--- src/rtl/hilo_muldiv_if.sv ---
// Command/result bundle between the execute-stage control and the HI/LO multiply/divide unit.
interface hilo_muldiv_if;
    logic        active;
    logic        waitrequest;
    logic [1:0]  state;
    logic [5:0]  opcode;
    logic [5:0]  func;
    logic [31:0] op1;
    logic [31:0] reg_t;
    logic [31:0] hi;
    logic [31:0] lo;
    logic        busy;
    logic        done;

    modport master (
        output active, waitrequest, state, opcode, func, op1, reg_t,
        input  hi, lo, busy, done
    );

    modport slave (
        input  active, waitrequest, state, opcode, func, op1, reg_t,
        output hi, lo, busy, done
    );
endinterface

--- src/rtl/hilo_muldiv.sv ---
// Iterative 32-cycle multiply/divide unit owning the HI/LO registers.
// Handles MULT/MULTU/DIV/DIVU (shift-add and restoring divide) plus MTHI/MTLO.
module hilo_muldiv (
    input  logic          clk,
    input  logic          reset,
    hilo_muldiv_if.slave  bus
);
    localparam int unsigned W  = 32;
    localparam int unsigned AW = 64;
    localparam int unsigned CW = 5;

    localparam logic [5:0] FUNC_MTHI  = 6'd17;
    localparam logic [5:0] FUNC_MTLO  = 6'd19;
    localparam logic [5:0] FUNC_MULT  = 6'd24;
    localparam logic [5:0] FUNC_MULTU = 6'd25;
    localparam logic [5:0] FUNC_DIV   = 6'd26;
    localparam logic [5:0] FUNC_DIVU  = 6'd27;

    typedef enum logic [1:0] {S_IDLE, S_RUN, S_FIN} state_e;

    state_e         state_q, state_d;
    logic [CW-1:0]  cnt_q, cnt_d;
    logic [W-1:0]   hi_q, hi_d, lo_q, lo_d;
    logic           busy_q, busy_d, done_q, done_d;
    logic [AW-1:0]  acc_q, acc_d;
    logic [W-1:0]   opnd_q, opnd_d;
    logic [W-1:0]   op1_q, op1_d;
    logic           is_div_q, is_div_d;
    logic           neg_q, neg_d;
    logic           rneg_q, rneg_d;
    logic           dz_q, dz_d;

    logic           cmd_ok_c;
    logic           sgn_c, div_c;
    logic [W-1:0]   a_abs_c, b_abs_c;
    logic [W:0]     mul_sum_c;
    logic [W:0]     div_shift_c;
    logic           div_ge_c;
    logic [W-1:0]   div_rem_c;
    logic [AW-1:0]  prod_c;

    assign cmd_ok_c = bus.active && !bus.waitrequest && (bus.state == 2'd1)
                    && (bus.opcode == 6'd0) && !busy_q;

    // Operand preparation: signed ops work on magnitudes, signs are re-applied at FIN.
    assign sgn_c   = (bus.func == FUNC_MULT) || (bus.func == FUNC_DIV);
    assign div_c   = (bus.func == FUNC_DIV) || (bus.func == FUNC_DIVU);
    assign a_abs_c = (sgn_c && bus.op1[W-1])   ? W'(-bus.op1)   : bus.op1;
    assign b_abs_c = (sgn_c && bus.reg_t[W-1]) ? W'(-bus.reg_t) : bus.reg_t;

    // One iteration of each algorithm; acc low half holds multiplier / dividend-quotient.
    assign mul_sum_c   = acc_q[0] ? ({1'b0, acc_q[AW-1:W]} + {1'b0, opnd_q})
                                  : {1'b0, acc_q[AW-1:W]};
    assign div_shift_c = {acc_q[AW-1:W], acc_q[W-1]};
    assign div_ge_c    = div_shift_c >= {1'b0, opnd_q};
    assign div_rem_c   = div_ge_c ? W'(div_shift_c - {1'b0, opnd_q}) : W'(div_shift_c);
    assign prod_c      = neg_q ? AW'(-acc_q) : acc_q;

    always_ff @(posedge clk) begin
        if (reset) begin
            state_q  <= S_IDLE;
            cnt_q    <= '0;
            hi_q     <= '0;
            lo_q     <= '0;
            busy_q   <= 1'b0;
            done_q   <= 1'b0;
            acc_q    <= '0;
            opnd_q   <= '0;
            op1_q    <= '0;
            is_div_q <= 1'b0;
            neg_q    <= 1'b0;
            rneg_q   <= 1'b0;
            dz_q     <= 1'b0;
        end else begin
            state_q  <= state_d;
            cnt_q    <= cnt_d;
            hi_q     <= hi_d;
            lo_q     <= lo_d;
            busy_q   <= busy_d;
            done_q   <= done_d;
            acc_q    <= acc_d;
            opnd_q   <= opnd_d;
            op1_q    <= op1_d;
            is_div_q <= is_div_d;
            neg_q    <= neg_d;
            rneg_q   <= rneg_d;
            dz_q     <= dz_d;
        end
    end

    always_comb begin
        state_d  = state_q;
        cnt_d    = cnt_q;
        hi_d     = hi_q;
        lo_d     = lo_q;
        busy_d   = busy_q;
        done_d   = 1'b0;
        acc_d    = acc_q;
        opnd_d   = opnd_q;
        op1_d    = op1_q;
        is_div_d = is_div_q;
        neg_d    = neg_q;
        rneg_d   = rneg_q;
        dz_d     = dz_q;

        unique case (state_q)
            S_IDLE: begin
                if (cmd_ok_c) begin
                    case (bus.func)
                        FUNC_MTHI: hi_d = bus.op1;
                        FUNC_MTLO: lo_d = bus.op1;
                        FUNC_MULT, FUNC_MULTU, FUNC_DIV, FUNC_DIVU: begin
                            is_div_d = div_c;
                            neg_d    = sgn_c && (bus.op1[W-1] ^ bus.reg_t[W-1]);
                            rneg_d   = sgn_c && bus.op1[W-1];
                            dz_d     = (bus.reg_t == '0);
                            op1_d    = bus.op1;
                            opnd_d   = div_c ? b_abs_c : a_abs_c;
                            acc_d    = {{W{1'b0}}, (div_c ? a_abs_c : b_abs_c)};
                            cnt_d    = '0;
                            busy_d   = 1'b1;
                            state_d  = S_RUN;
                        end
                        default: ;
                    endcase
                end
            end
            S_RUN: begin
                acc_d = is_div_q ? {div_rem_c, acc_q[W-2:0], div_ge_c}
                                 : {mul_sum_c, acc_q[W-1:1]};
                cnt_d = CW'(cnt_q + 1'b1);
                if (cnt_q == CW'(W - 1)) begin
                    state_d = S_FIN;
                end
            end
            S_FIN: begin
                if (!is_div_q) begin
                    hi_d = prod_c[AW-1:W];
                    lo_d = prod_c[W-1:0];
                end else if (dz_q) begin
                    hi_d = op1_q;
                    lo_d = {W{1'b1}};
                end else begin
                    lo_d = neg_q  ? W'(-acc_q[W-1:0])  : acc_q[W-1:0];
                    hi_d = rneg_q ? W'(-acc_q[AW-1:W]) : acc_q[AW-1:W];
                end
                busy_d  = 1'b0;
                done_d  = 1'b1;
                state_d = S_IDLE;
            end
            default: state_d = S_IDLE;
        endcase
    end

    assign bus.hi   = hi_q;
    assign bus.lo   = lo_q;
    assign bus.busy = busy_q;
    assign bus.done = done_q;
endmodule

--- src/flat_wrapper.sv ---
// flat-port wrapper written by rule: the top's interface ports become plain ports
module hilo_muldiv_flat 
  (clk, reset, bus_active, bus_waitrequest, bus_state, bus_opcode, bus_func, bus_op1, bus_reg_t, bus_hi, bus_lo, bus_busy, bus_done);
  hilo_muldiv_if bus_i ();
  input  logic clk;
  input  logic reset;
  input wire logic [$bits(bus_i.active)-1:0] bus_active;
  input wire logic [$bits(bus_i.waitrequest)-1:0] bus_waitrequest;
  input wire logic [$bits(bus_i.state)-1:0] bus_state;
  input wire logic [$bits(bus_i.opcode)-1:0] bus_opcode;
  input wire logic [$bits(bus_i.func)-1:0] bus_func;
  input wire logic [$bits(bus_i.op1)-1:0] bus_op1;
  input wire logic [$bits(bus_i.reg_t)-1:0] bus_reg_t;
  output wire logic [$bits(bus_i.hi)-1:0] bus_hi;
  output wire logic [$bits(bus_i.lo)-1:0] bus_lo;
  output wire logic [$bits(bus_i.busy)-1:0] bus_busy;
  output wire logic [$bits(bus_i.done)-1:0] bus_done;
  assign bus_i.active = bus_active;
  assign bus_i.waitrequest = bus_waitrequest;
  assign bus_i.state = bus_state;
  assign bus_i.opcode = bus_opcode;
  assign bus_i.func = bus_func;
  assign bus_i.op1 = bus_op1;
  assign bus_i.reg_t = bus_reg_t;
  assign bus_hi = bus_i.hi;
  assign bus_lo = bus_i.lo;
  assign bus_busy = bus_i.busy;
  assign bus_done = bus_i.done;
  hilo_muldiv u_core (.clk(clk), .reset(reset), .bus(bus_i));
endmodule
--- config.mk ---
export PLATFORM = sky130hd
export DESIGN_NAME = hilo_muldiv_flat
export DESIGN_NICKNAME = d
export VERILOG_FILES = /design/src/rtl/hilo_muldiv_if.sv /design/src/rtl/hilo_muldiv.sv /design/src/flat_wrapper.sv
export SDC_FILE = /design/constraint.sdc
export NUM_CORES = 1
export LEC_CHECK = 0
export BUFFER_PORTS_ARGS = -buffer_cell sky130_fd_sc_hd__buf_2
export CAP_MARGIN = 20
export CORE_MARGIN = 5
export CORE_UTILIZATION = 66
export DETAILED_ROUTE_END_ITERATION = 16
export MAX_ROUTING_LAYER = met4
export PLACE_DENSITY = 0.9
export SYNTH_ARGS = -nofsm -noshare
export SYNTH_HDL_FRONTEND = slang
export SYNTH_SLANG_ARGS = --single-unit
--- constraint.sdc ---
create_clock -name clk -period 7.7 [get_ports clk]
set_clock_uncertainty 0.15 [all_clocks]
set_input_delay 1.54 -clock clk [delete_from_list [all_inputs] [get_ports clk]]
set_output_delay 1.54 -clock clk [all_outputs]
set_load 0.05 [all_outputs]
Word level (Yosys, flattened, before mapping)
Index checks and enable logic that the tools add are counted.
Widths: inputs -> output; s select.
{"block": "op_classes", "eq_ne": 15, "bitwise_logic": 1, "n_addsub": 8, "n_reduce_logical": 23, "order_cmp": 1, "mux": 34}
{"operator": "$mux 32", "count": 15}
{"operator": "$mux 64", "count": 4}
{"operator": "$neg 32->32", "count": 4}
{"operator": "$pmux 32 s2", "count": 2}
{"operator": "$pmux 64 s2", "count": 1}
{"operator": "$neg 64->64", "count": 1}
{"operator": "$eq 6x5->1 const B", "count": 6}
{"operator": "$add 32x32->33", "count": 1}
{"operator": "$ge 33x32->1", "count": 1}
{"operator": "$mux 33", "count": 1}
{"operator": "$logic_not 32->1", "count": 1}
{"operator": "$sub 32x32->32", "count": 1}
{"operator": "$reduce_and 3->1", "count": 6}
{"operator": "$mux 5", "count": 2}
{"operator": "$pmux 5 s2", "count": 1}
{"operator": "$logic_and 1x1->1", "count": 7}
{"operator": "$logic_not 6->1", "count": 1}
{"operator": "$mux 2", "count": 3}
{"operator": "$ne 2x2->1 const B", "count": 3}
{"operator": "$add 5x1->5 const B", "count": 1}
{"operator": "$eq 5x5->1 const B", "count": 1}
{"operator": "$eq 2x1->1 const B", "count": 2}
{"operator": "$ne 2x1->1 const B", "count": 2}
{"operator": "$pmux 2 s2", "count": 1}
{"operator": "9 further kinds", "count": 14}
{"block": "word_totals", "register_bits": 205, "in_bits": 82, "out_inout_bits": 66, "wordCells": 95}

Longest topological paths before layout
{"block": "depth", "depth_word": 8, "depth_mapped": 14, "mapped_depth_nobuf": 13}

Least setup slack after synthesis
OpenSTA, ideal clock, no wires.
{"block": "synth_path", "kind": "input-to-reg", "start": "input port bus_op1[7]", "end": "register u_core.acc_q[17]", "setup_slack_ns": 3.660, "arrival_time_ns": 3.752, "setup_time_ns": 0.137, "required_time_ns": 7.413, "path_stages": 9, "path_buffers": 1, "path_cell_list": "buf_2 or4_4 or4_4 or3_4 o41ai_2 xor2_1 a21oi_1 a211oi_2 a211oi_1"}
{"block": "synth_between", "elab_chain_cells": 6}
{"element": "start: declaration", "line_no": "flat_wrapper.sv:12", "rtl": "input wire logic [$bits(bus_i.op1)-1:0] bus_op1;"}
{"element": "$neg 32->32", "line_no": "hilo_muldiv.sv:48", "rtl": "assign a_abs_c = (sgn_c && bus.op1[W-1]) ? W'(-bus.op1) : bus.op1;"}
{"element": "$mux 32", "line_no": "hilo_muldiv.sv:48"}
{"element": "$mux 32", "line_no": "hilo_muldiv.sv:119", "rtl": "acc_d = {{W{1'b0}}, (div_c ? a_abs_c : b_abs_c)};"}
{"element": "$mux 64", "line_no": "hilo_muldiv.sv:109", "rtl": "case (bus.func)"}
{"element": "$mux 64", "line_no": "hilo_muldiv.sv:108", "rtl": "if (cmd_ok_c) begin"}
{"element": "$pmux 64 s2", "line_no": "hilo_muldiv.sv:106", "rtl": "unique case (state_q)"}
{"element": "end signal: assignment", "line_no": "hilo_muldiv.sv:67", "rtl": "acc_q <= '0;"}
{"element": "end signal: assignment", "line_no": "hilo_muldiv.sv:81", "rtl": "acc_q <= acc_d;"}
{"element": "end: declaration", "line_no": "hilo_muldiv.sv:25", "rtl": "logic [AW-1:0] acc_q, acc_d;"}
Every way passes these cells. The select of a mux whose other input is x is not followed.
A chain may end at the register's enable or synchronous reset.

Worst setup path in the final report
{"block": "layout_path", "start": "register u_core.acc_q[0]", "end": "register u_core.hi_q[30], in the netlist u_core.bus.hi[30]"}
{"block": "layout_between", "elab_chain_cells": 4}
{"element": "$neg 64->64", "line_no": "hilo_muldiv.sv:57", "rtl": "assign prod_c = neg_q ? AW'(-acc_q) : acc_q;"}
{"element": "$mux 64", "line_no": "hilo_muldiv.sv:57"}
{"element": "$mux 32", "line_no": "hilo_muldiv.sv:137", "rtl": "if (!is_div_q) begin"}
{"element": "$pmux 32 s2", "line_no": "hilo_muldiv.sv:106"}
{"element": "end signal: assignment", "line_no": "hilo_muldiv.sv:77", "rtl": "hi_q <= hi_d;"}
{"element": "end: declaration", "line_no": "hilo_muldiv.sv:23", "rtl": "logic [W-1:0] hi_q, hi_d, lo_q, lo_d;"}
Every way passes these cells.

==> results.cfg <==
[finish]
drive_gt1_share_pct = 12.0
final_cell_area_sq_um = 18300
antenna_cells = 0
regArea_sq_um = 4110
area_growth_pct = 8.17
multi_input_area_sq_um = 11800
fill_cells = 1995
nets = 2412

[clock_network]
cts_resized = 0
cts.sinks = 205
clk_pin_slew_worst_paths_ns = 0.06
clock_latency_ns = 0.53
cts_root_buf = clkbuf_16
ctsHoldBuffers = 0
cts-buffers-inserted = 23
clockBufferDepth = 3
post_cts_buffers = 0
cts_tree = built
ctsHtreeMaxLevel = 1

[power_and_ir_drop]
p_int_mw = 1.74
p_leak_nw = 7.78
sequentialPowerShare_pct = 45.8
ir_worst_vdd_uv = 171
p_per_area_nw_per_um2 = 127
comb_power_share_pct = 5.7
p_sw_share_pct = 24.9
p_switching_mw = 0.577
pwr-share-clk_pct = 48.5

[critical_path]
cp_slowest_cell = inv_1
worst_r2r_path_depth = 11
rrSetupSlack_ns = 3.07
cp.required_ns = 7.90
end_kind = flop
crit_chain = inv_1 > ha_1 > or4b_2 > nor2_1 > and3_1 > nand3_1 > nor2_1 > or3b_2 > a21oi_1 > a2111oi_0 > a311oi_1
r2r_end = u_core.bus.hi[30]
critPathTopFamily = simple AND/OR/NAND/NOR gates
r2r_start = u_core.acc_q[0]
cp_data_arrival_time_ns = 4.83
critPathMaxFanout = 20
slowest_delay_ns = 0.66
critPathBufInv = 1
crit_top_cell = nor2_1
worstSetupStartpointType = flop
criticalPathCategory = flop to flop

[synthesis]
synth-seq-cells = 205
synth_top_area_share_pct = 24.3
ys_warn_count = 0
ys.flop_type = dfxtp_1
synth.distinct_cells = 78
synthArstFlopShare_pct = 0
synth_cells = 2253
syn-num-nets = 2407
ys_seq_area_share_pct = 24.3
synth_area_sq_um = 16900
synth_area_per_cell_sq_um = 7.50
synth_edf_count = 0
synthTopCellsByArea = dfxtp_1 24%, nand2_1 6.5%, mux2i_1 6.4%
yosys.area.top_type = dfxtp_1

[placement]
dpl_cell_area_sq_um = 17500
dp_slack_ns = 3.09
io_buffers = 147
dp.final_hpwl_mm = 42.1
globalplace.congestion = 1.04

[sta]
period_share_pct = 60.1
timing.final.crit_period_ns = 4.63
final.setup.worst_slack_ns = 3.07
max_freq_ghz = 0.216
finalMaxSlewViolations = 0
relSlewSlack_pct = 23.1
setup_tns_ns = 0
setup_viol = 0
rsz0062_at_grt = no
worstMarginPinSlew_ns = 1.15
hold_viol = 0

[global_routing]
grt_max_degree = 91
grt_pass1_wl_mm = 90.0
grt_pass1_vias = 16400
grtUsageTotal_pct = 39.4
grt_overflow_total = 0
antenna_found_initial = 0

[die]
rows = 58
die_w_microns = 170
core_sq_um = 25200
dieArea_sq_um = 28900
ios = 148
initial_core_util_pct = 67.1
chipHeight_microns = 170

[hold_path]
holdPathEnd = u_core.op1_q[22]
hold_class = flop to flop
min-delay-start = u_core.op1_q[22]
hold_depth = 2

[drt]
dr.pass1.iters = 6
wl_per_cell_microns = 22.5
drt_wl_total_mm = 58.7
ant_nets = 0
via_per_inst = 6.92
drc = 0
drtIter0Drc = 2533
num_vias = 18000

[status]
outcome = completed

[run]
maxCapViolCount = 0
## power by group through the flow
stage | Sequential [mW] | Clock, mW | Combinational (mW)
6_report | 1.06 | 1.12 | 0.132
5_1_grt | 1.06 | 1.16 | 0.138
4_1_cts | 1.06 | 1.11 | 0.126
3_5_place_dp | 1.08 | 0 | 0.125
3_3_place_gp | 1.08 | 0 | 0.123
2_1_floorplan | 1.08 | 0 | 0.0664
## metrics by stage
stage / power (mW) / utilization (%) / hold WS [ns] / cells
2_1_floorplan: 1.15 / - / 0.278 / 2253
3_3_place_gp: 1.21 / 69.5 / 0.285 / 2560
3_5_place_dp: 1.21 / 69.5 / 0.294 / 2561
6_report: 2.31 / 72.6 / 0.302 / 2603
5_1_grt: 2.36 / 72.6 / 0.321 / 2603
4_1_cts: 2.30 / 72.5 / 0.302 / 2601
## worst register-to-register path: stages, from the launching register on
cell	delay, ns
dfxtp_1	0.31
inv_1	0.66
ha_1	0.33
or4b_2	0.66
nor2_1	0.33
and3_1	0.29
nand3_1	0.57
nor2_1	0.31
or3b_2	0.15
a21oi_1	0.06
a2111oi_0	0.53
a311oi_1	0.09
## cells in the mapped netlist, types with 35 or more instances
master and instances:
nand2_1 293, a21oi_1 207, dfxtp_1 205, clkbuf_1 163
nor2_1 155, o21ai_0 154, xor2_1 120, mux2i_1 108
xnor2_1 78, ha_1 70, inv_1 68, a211oi_1 59
o31ai_1 44, a221oi_1 40, nor3_1 35
## logic make-up after synthesis
kind of cell / share of synthesized area (%)
adder cells (fa/ha/maj): 5.42
buffers and inverters: 5.90
flip-flops: 24.3
AND/OR/NAND/NOR: 18.8
multiplexers: 7.86
XOR/XNOR: 10.3
AO/OA/AOI/OAI: 27.4
## flip-flops by register name (all words and copies together) (netlist names)
register         count
u_core.acc_q        64
u_core.bus.hi       32
u_core.bus.lo       32
u_core.op1_q        32
u_core.opnd_q       32
u_core.cnt_q         5
u_core.state_q       2
u_core.bus.busy      1
u_core.bus.done      1
u_core.dz_q          1
u_core.is_div_q      1
u_core.neg_q         1
u_core.rneg_q        1
## routing by layer
layer	global-route usage (%)	vias to the layer above	wire length [microns]
li1	-	8170	-
met1	52.3	8412	22500
met2	60.2	1233	25700
met3	7.29	205	7950
met4	14.2	0	2490
met5	-	-	0
## area by class of cell
cell class | instances | area share, %
multi-input combinational | 1790 | 64.7
clock buffer | 30 | 3.40
inverter | 68 | 1.40
clock inverter | 10 | 0.616
tap | 330 | 2.26
sequential | 205 | 22.5
timing repair buffer | 170 | 5.11
## cell usage in the layout, fill, tap and decap left out, drive strengths merged, types with 21 or more instances in the layout
| cell | count |
|---|---|
| nor3 | 37 |
| xor2 | 120 |
| buf | 170 |
| inv | 70 |
| dfxtp | 205 |
| mux2 | 22 |
| xnor2 | 78 |
| o211ai | 26 |
| mux2i | 108 |
| nand3 | 34 |
| ha | 70 |
| nand2 | 293 |
| nor2 | 155 |
| a21oi | 207 |
| a221oi | 40 |
| a211oi | 60 |
| clkbuf | 30 |
| o21ai | 160 |
| o31ai | 45 |
| a22oi | 21 |
## worst max-delay path by stage
stage / startpoint / to / slack, ns / cells past startpoint
3_3_place_gp: bus_reg_t[4] / u_core.opnd_q[29] / 3.12 / 10
6_report: u_core.acc_q[0] / u_core.bus.hi[30] / 3.07 / 11
4_1_cts: u_core.acc_q[0] / u_core.bus.hi[30] / 3.33 / 11
5_1_grt: u_core.acc_q[0] / u_core.bus.hi[30] / 2.99 / 11
3_5_place_dp: bus_reg_t[4] / u_core.opnd_q[30] / 3.09 / 10
2_1_floorplan: bus_op1[7] / u_core.acc_q[17] / 3.66 / 9
Note: power is estimated with default switching activity, not from simulation.
